**config.mk**
```make
export PLATFORM = sky130hd
export DESIGN_NAME = universal_shift_register_flat
export DESIGN_NICKNAME = d
export VERILOG_FILES = /design/src/rtl/universal_shift_register_pkg.sv /design/src/rtl/universal_shift_register_if.sv /design/src/rtl/usr_frame_counter.sv /design/src/rtl/universal_shift_register.sv /design/src/flat_wrapper.sv
export SDC_FILE = /design/constraint.sdc
export NUM_CORES = 1
export LEC_CHECK = 0
export ABC_AREA = 1
export CAP_MARGIN = 10
export CORE_MARGIN = 5
export CORE_UTILIZATION = 39
export DETAILED_ROUTE_END_ITERATION = 6
export HOLD_SLACK_MARGIN = 0.08
export PLACE_DENSITY = 0.71
export SYNTH_ARGS = -nofsm -noshare
export SYNTH_HDL_FRONTEND = slang
export SYNTH_HIERARCHICAL = 1
export SYNTH_SLANG_ARGS = --single-unit
```
**constraint.sdc**
```tcl
create_clock -name Clk -period 1.2 [get_ports Clk]
set_clock_uncertainty 0.15 [all_clocks]
set_input_delay 0.24 -clock Clk [delete_from_list [all_inputs] [get_ports Clk]]
set_output_delay 0.24 -clock Clk [all_outputs]
set_load 0.01 [all_outputs]
```
**src/rtl/universal_shift_register_pkg.sv**
```systemverilog
// Shared definitions for the universal shift register slice: the Mode
// encoding, the default register width and the ShiftCount width helper.
// Optional feature macro used elsewhere in this slice: USR_ROTATE_EN.
package usr_pkg;

  // Default register width in bits (legal range 2..64).
  localparam int USR_DEFAULT_WIDTH = 8;

  // Operation select carried on the Mode bus.
  typedef enum logic [1:0] {
    MODE_HOLD = 2'b00,
    MODE_SHR  = 2'b01,
    MODE_SHL  = 2'b10,
    MODE_LOAD = 2'b11
  } usr_mode_e;

  // Width of ShiftCount: enough bits to hold 0..WIDTH-1.
  function automatic int usr_count_width(input int width);
    return (width < 2) ? 1 : $clog2(width);
  endfunction

endpackage

```
**src/rtl/universal_shift_register_if.sv**
```systemverilog
// Bus bundle for the universal shift register. The master side drives the
// mode and data inputs; the slave side (the register) drives the register
// view, the frame counter and the frame-done pulse.
// The optional Rotate input (USR_ROTATE_EN) is a plain port on the top
// module and is not part of this bundle.
interface universal_shift_register_if
  import usr_pkg::*;
#(
  parameter int WIDTH = USR_DEFAULT_WIDTH
);

  localparam int CW = usr_count_width(WIDTH);

  usr_mode_e        Mode;
  logic             SerialInR;
  logic             SerialInL;
  logic [WIDTH-1:0] ParallelIn;
  logic [WIDTH-1:0] ParallelOut;
  logic             ShiftOutR;
  logic             ShiftOutL;
  logic [CW-1:0]    ShiftCount;
  logic             FrameDone;

  modport master (
    output Mode,
    output SerialInR,
    output SerialInL,
    output ParallelIn,
    input  ParallelOut,
    input  ShiftOutR,
    input  ShiftOutL,
    input  ShiftCount,
    input  FrameDone
  );

  modport slave (
    input  Mode,
    input  SerialInR,
    input  SerialInL,
    input  ParallelIn,
    output ParallelOut,
    output ShiftOutR,
    output ShiftOutL,
    output ShiftCount,
    output FrameDone
  );

endinterface

```
**src/rtl/usr_frame_counter.sv**
```systemverilog
// Frame counter for the universal shift register. Counts shift strobes
// modulo WIDTH and raises a registered one-cycle done pulse in the cycle
// after the shift that completes a frame. A clear aborts the current frame
// without a done pulse. Hold cycles (no strobe, no clear) keep the count.
module usr_frame_counter
  import usr_pkg::*;
#(
  parameter int WIDTH = USR_DEFAULT_WIDTH,
  localparam int CW   = usr_count_width(WIDTH)
) (
  input  logic          Clk,
  input  logic          Rst_n,
  input  logic          i_shift,
  input  logic          i_clear,
  output logic [CW-1:0] o_count,
  output logic          o_done
);

  localparam logic [CW-1:0] LAST_COUNT = CW'(WIDTH - 1);

  logic [CW-1:0] r_count;
  logic          r_done;
  logic [CW-1:0] w_count_next;
  logic          w_done_next;
  logic          w_last;

  assign w_last = (r_count == LAST_COUNT);

  // Next count and done: clear wins, a shift advances or wraps, else hold.
  always_comb begin
    w_count_next = r_count;
    w_done_next  = 1'b0;
    if (i_clear) begin
      w_count_next = '0;
    end else if (i_shift) begin
      if (w_last) begin
        w_count_next = '0;
        w_done_next  = 1'b1;
      end else begin
        w_count_next = r_count + CW'(1);
      end
    end
  end

  // Count and done flops; reset discards any partial frame.
  always_ff @(posedge Clk or negedge Rst_n) begin
    if (!Rst_n) begin
      r_count <= '0;
      r_done  <= 1'b0;
    end else begin
      r_count <= w_count_next;
      r_done  <= w_done_next;
    end
  end

  assign o_count = r_count;
  assign o_done  = r_done;

endmodule

```
**src/rtl/universal_shift_register.sv**
```systemverilog
// Universal shift register: hold, shift right, shift left and parallel
// load, with a frame counter that pulses FrameDone every WIDTH shifts.
// All outputs come straight from flops.
// Optional feature: define USR_ROTATE_EN to add the Rotate input, which
// turns shifts into rotates (serial inputs ignored while Rotate is 1).
module universal_shift_register
  import usr_pkg::*;
#(
  parameter int               WIDTH     = USR_DEFAULT_WIDTH,
  parameter logic [WIDTH-1:0] RESET_VAL = '0
) (
  input  logic                        Clk,
  input  logic                        Rst_n,
`ifdef USR_ROTATE_EN
  input  logic                        Rotate,
`endif
  universal_shift_register_if.slave   bus
);

  localparam int CW = usr_count_width(WIDTH);

  logic [WIDTH-1:0] r_q;
  logic [WIDTH-1:0] w_q_next;
  logic             w_fill_msb;
  logic             w_fill_lsb;
  logic             w_shift;
  logic             w_clear;
  logic [CW-1:0]    w_count;
  logic             w_done;

  // Bits entering the register ends: serial inputs, or the opposite end
  // of the register when rotating.
`ifdef USR_ROTATE_EN
  assign w_fill_msb = Rotate ? r_q[0]       : bus.SerialInR;
  assign w_fill_lsb = Rotate ? r_q[WIDTH-1] : bus.SerialInL;
`else
  assign w_fill_msb = bus.SerialInR;
  assign w_fill_lsb = bus.SerialInL;
`endif

  assign w_shift = (bus.Mode == MODE_SHR) || (bus.Mode == MODE_SHL);
  assign w_clear = (bus.Mode == MODE_LOAD);

  // Per-bit next-state multiplexer; end bits take the fill bits.
  genvar gi;
  generate
    for (gi = 0; gi < WIDTH; gi++) begin : g_bit
      logic w_shr_src;
      logic w_shl_src;
      logic w_bit_next;

      if (gi == WIDTH - 1) begin : g_shr_msb
        assign w_shr_src = w_fill_msb;
      end else begin : g_shr_mid
        assign w_shr_src = r_q[gi+1];
      end

      if (gi == 0) begin : g_shl_lsb
        assign w_shl_src = w_fill_lsb;
      end else begin : g_shl_mid
        assign w_shl_src = r_q[gi-1];
      end

      // Select this bit's next value from the current mode.
      always_comb begin
        w_bit_next = r_q[gi];
        unique case (bus.Mode)
          MODE_HOLD: w_bit_next = r_q[gi];
          MODE_SHR:  w_bit_next = w_shr_src;
          MODE_SHL:  w_bit_next = w_shl_src;
          MODE_LOAD: w_bit_next = bus.ParallelIn[gi];
        endcase
      end

      assign w_q_next[gi] = w_bit_next;
    end
  endgenerate

  // Register contents; reset forces RESET_VAL immediately.
  always_ff @(posedge Clk or negedge Rst_n) begin
    if (!Rst_n) begin
      r_q <= RESET_VAL;
    end else begin
      r_q <= w_q_next;
    end
  end

  usr_frame_counter #(
    .WIDTH (WIDTH)
  ) u_frame_counter (
    .Clk     (Clk),
    .Rst_n   (Rst_n),
    .i_shift (w_shift),
    .i_clear (w_clear),
    .o_count (w_count),
    .o_done  (w_done)
  );

  assign bus.ParallelOut = r_q;
  assign bus.ShiftOutR   = r_q[0];
  assign bus.ShiftOutL   = r_q[WIDTH-1];
  assign bus.ShiftCount  = w_count;
  assign bus.FrameDone   = w_done;

endmodule

```
**src/flat_wrapper.sv**
```systemverilog
// flat-port wrapper written by rule: the top's interface ports become plain ports
module universal_shift_register_flat import usr_pkg::*;
#(
  parameter int               WIDTH     = USR_DEFAULT_WIDTH,
  parameter logic [WIDTH-1:0] RESET_VAL = '0
)
  (Clk, Rst_n, bus_Mode, bus_SerialInR, bus_SerialInL, bus_ParallelIn, bus_ParallelOut, bus_ShiftOutR, bus_ShiftOutL, bus_ShiftCount, bus_FrameDone);
  universal_shift_register_if #(.WIDTH(WIDTH)) bus_i ();
  input  logic Clk;
  input  logic Rst_n;
  input wire logic [$bits(bus_i.Mode)-1:0] bus_Mode;
  input wire logic [$bits(bus_i.SerialInR)-1:0] bus_SerialInR;
  input wire logic [$bits(bus_i.SerialInL)-1:0] bus_SerialInL;
  input wire logic [$bits(bus_i.ParallelIn)-1:0] bus_ParallelIn;
  output wire logic [$bits(bus_i.ParallelOut)-1:0] bus_ParallelOut;
  output wire logic [$bits(bus_i.ShiftOutR)-1:0] bus_ShiftOutR;
  output wire logic [$bits(bus_i.ShiftOutL)-1:0] bus_ShiftOutL;
  output wire logic [$bits(bus_i.ShiftCount)-1:0] bus_ShiftCount;
  output wire logic [$bits(bus_i.FrameDone)-1:0] bus_FrameDone;
  assign bus_i.Mode = bus_Mode;
  assign bus_i.SerialInR = bus_SerialInR;
  assign bus_i.SerialInL = bus_SerialInL;
  assign bus_i.ParallelIn = bus_ParallelIn;
  assign bus_ParallelOut = bus_i.ParallelOut;
  assign bus_ShiftOutR = bus_i.ShiftOutR;
  assign bus_ShiftOutL = bus_i.ShiftOutL;
  assign bus_ShiftCount = bus_i.ShiftCount;
  assign bus_FrameDone = bus_i.FrameDone;
  universal_shift_register #(.WIDTH(WIDTH), .RESET_VAL(RESET_VAL)) u_core (.Clk(Clk), .Rst_n(Rst_n), .bus(bus_i));
endmodule
```
==> run metrics <==
outcome finished, violations left; violated checks negative setup slack; cell family contributing the most delay on the critical path flip-flops; Setup crit end u_core/u_frame_counter/o_count[0]$_DFFE_PN0P_; first-pass GRT wire length 3249 um; Reg clk slew, reported paths 0.07 ns; cts bufs inserted 3; chip width 55.03 um; leak pwr 0.0007062 uW; r2r endpoint u_core/u_frame_counter/o_count[0]$_DFFE_PN0P_; post-route minimum period 1.242 ns; # rows 16; crit path max fanout 2; Reg power frac 37.3%; Core Box Area 0.001942 mm^2; RD Place Congestion 0.8751; sequential element share of the synthesized area 37.97%; CTS Sinks 12; root buf cell clkbuf_4; Area Growth Syn to Fin 54.27%; max-cap violation count 0; crit path launch type flip-flop; Worst Slack Setup Final -0.04215 ns; VDD IR max 0.7964 mV; worst hold path class in2async; Critical Path Start u_core/u_frame_counter/o_count[1]$_DFFE_PN0P_; FILL cells 170; die area 0.003028 mm^2; CTS tree done; clk_lat worst skew 0.27 ns; PortBufs 27; DRT antenna net count 0; Slew Limit Headroom 85.05%; Synth warnings 6; CP Depth 6; Worst EP arrival 1.30 ns; R2R cell count 6; Sw Ratio 33.47%; RSZ-0062 raised after global routing yes; P_int 908.3 uW; Netlist Area Pre-Place 790.8 um^2; DR vias/cell 4.624; Initial Utilization 40.72%; final WL 2106 um; total gr overflow 0; die height 55.03 um; wire length per cell 11.32 um; CP Class reg2reg; Critical Path RT 1.25 ns; Cell Pwr Density 1119 mW/mm^2; drt first pass iters 4; CTS Buffer Depth 2; Avg Inst Size Synth 6.817 um^2; post-layout util 62.82%; initial antenna violation count 0; Pins Over Slew Limit 0; Peak Freq 0.8051 GHz; synthesized flop and latch total 12; reg2reg setup slack -0.04 ns; reg-to-reg startpoint u_core/u_frame_counter/o_count[1]$_DFFE_PN0P_; DRC Markers 0; Mapped Cells 116; Diodes inserted 0; share of cells above drive strength 1 31.45%; Final #Nets 181; largest net degree at the start of global routing 13; CP Capture Type flip-flop; number of global-route vias before repair 803; Clk pwr share 17.9%; Switch Pwr 457.0 uW; Crit-path slowest cell dfrtp_1; Ports 28; Least-Margin Pin Slew 0.2243 ns; Initial DRC Count 15; Gate power share 44.8%; H-tree Lvls 1; Final setup viols 5; via count 860; DP Wirelength 1556 um; GRT Util Overall 15.20%; Final period util 103.5%; Netlist cell types 13; Fin Hold WS 0.1162 ns; worst path cell trace buf_6, ha_4, ha_4, nor2_1, nand2_1, nand2_1; Mapped Nets 136; crit-path max cell delay 0.40 ns; Critical path buffers and inverters 1; final hold violations 0
[cells by family after synthesis]
| family | Yosys count | share of synthesized area [%] |
|---|---|---|
| and+or+nand+nor | 87 | 43.67 |
| adders and majority gates | 6 | 9.493 |
| DFF | 12 | 37.97 |
| buffers and inverters | 11 | 8.859 |
[state kept, by name (all words and copies together), names as in the netlist]
name,count
u_core/bus.ParallelOut,8
u_core/u_frame_counter/o_count,3
u_core/u_frame_counter/o_done,1
[layout by cell type, fill, tap and decap left out, types with 2 or more instances in the layout]
cell,synthesis,final
buf_6,1,6
clkdlybuf4s50_1,0,11
buf_4,2,13
inv_1,4,3
nand2_2,0,2
inv_4,1,2
buf_2,1,14
ha_4,0,4
nand2_1,80,78
clkbuf_4,0,3
dfrtp_1,12,12
nor2_1,4,3
[timing repair]
| action | CTS | global route |
|---|---|---|
| hold buffers | 0 | 0 |
| gates resized for setup | 68 | 11 |
| setup endpoints to repair | 26 | 24 |
| pin swaps | 2 | 16 |
| buffers inserted | 7 | 1 |
[metrics by stage]
step | worst slack, ns | power, uW | setup TNS, ns | instance area (um^2) | std cells
6_report | -0.04215 | 1365 | -0.09974 | 1220 | 186
2_1_floorplan | 0.009883 | 769.4 | 0 | 820.8 | 116
4_1_cts | -0.07089 | 1367 | -0.1461 | 1219 | 188
3_3_place_gp | -0.6000 | 1087 | -7.567 | 1177 | 178
5_1_grt | -0.09882 | 1477 | -0.6307 | 1220 | 186
3_5_place_dp | -0.6464 | 1105 | -8.016 | 1177 | 178
[per-layer routing]
metal	GRT usage [%]	vias up	share of wire [%]
li1	-	435	-
met1	17.30	390	42
met2	27.56	31	50
met3	1.877	4	7.5
met4	7.692	0	0.81
met5	0	-	0
[worst reg2reg max path, stage by stage (launching register included)]
cell and delay, ns:
dfrtp_1 0.40, buf_6 0.13, ha_4 0.16, ha_4 0.15, nor2_1 0.08, nand2_1 0.06
nand2_1 0.07
[synthesized netlist by cell type (all sizes together)]
cell type / count / area share [%]
dfrtp: 12 / 38
nand2: 80 / 38
buf: 4 / 4.0
clkbuf: 1 / 1.7
ha: 6 / 9.5
nor2: 5 / 4.4
inv: 6 / 3.2
nand3: 2 / 1.3
[how the worst min path moves through the flow]
stage,start,to,slack (ns)
global placement,u_core/u_frame_counter/o_count[1]$_DFFE_PN0P_,u_core/u_frame_counter/o_count[1]$_DFFE_PN0P_,0.35
floorplan,Rst_n,u_core/bus.ParallelOut[0]$_DFFE_PN0P_,-0.21
detailed placement,u_core/u_frame_counter/o_count[1]$_DFFE_PN0P_,u_core/u_frame_counter/o_count[1]$_DFFE_PN0P_,0.36
CTS,Rst_n,u_core/bus.ParallelOut[2]$_DFFE_PN0P_,0.11
global route,Rst_n,u_core/bus.ParallelOut[7]$_DFFE_PN0P_,0.12
finish,Rst_n,u_core/bus.ParallelOut[2]$_DFFE_PN0P_,0.12
[power groups by stage]
stage                     combinational [uW]  sequential, uW  clock (uW)
after floorplan                          200             569           0
after global placement                   572             515           0
after detailed placement                 588             517           0
after CTS                                606             502         259
after global routing                     674             522         282
final                                    611             510         244
[area by class of cell]
type | count | area (um^2) | share of cell area, %
clock buffers | 3 | 22.52 | 1.846
inverters | 6 | 27.53 | 2.256
multi-input cells | 93 | 485.5 | 39.79
flip-flops and latches | 12 | 300.3 | 24.62
well taps | 27 | 33.78 | 2.769
repair buffers | 45 | 350.3 | 28.72
Note: power is estimated with default switching activity, not from simulation.
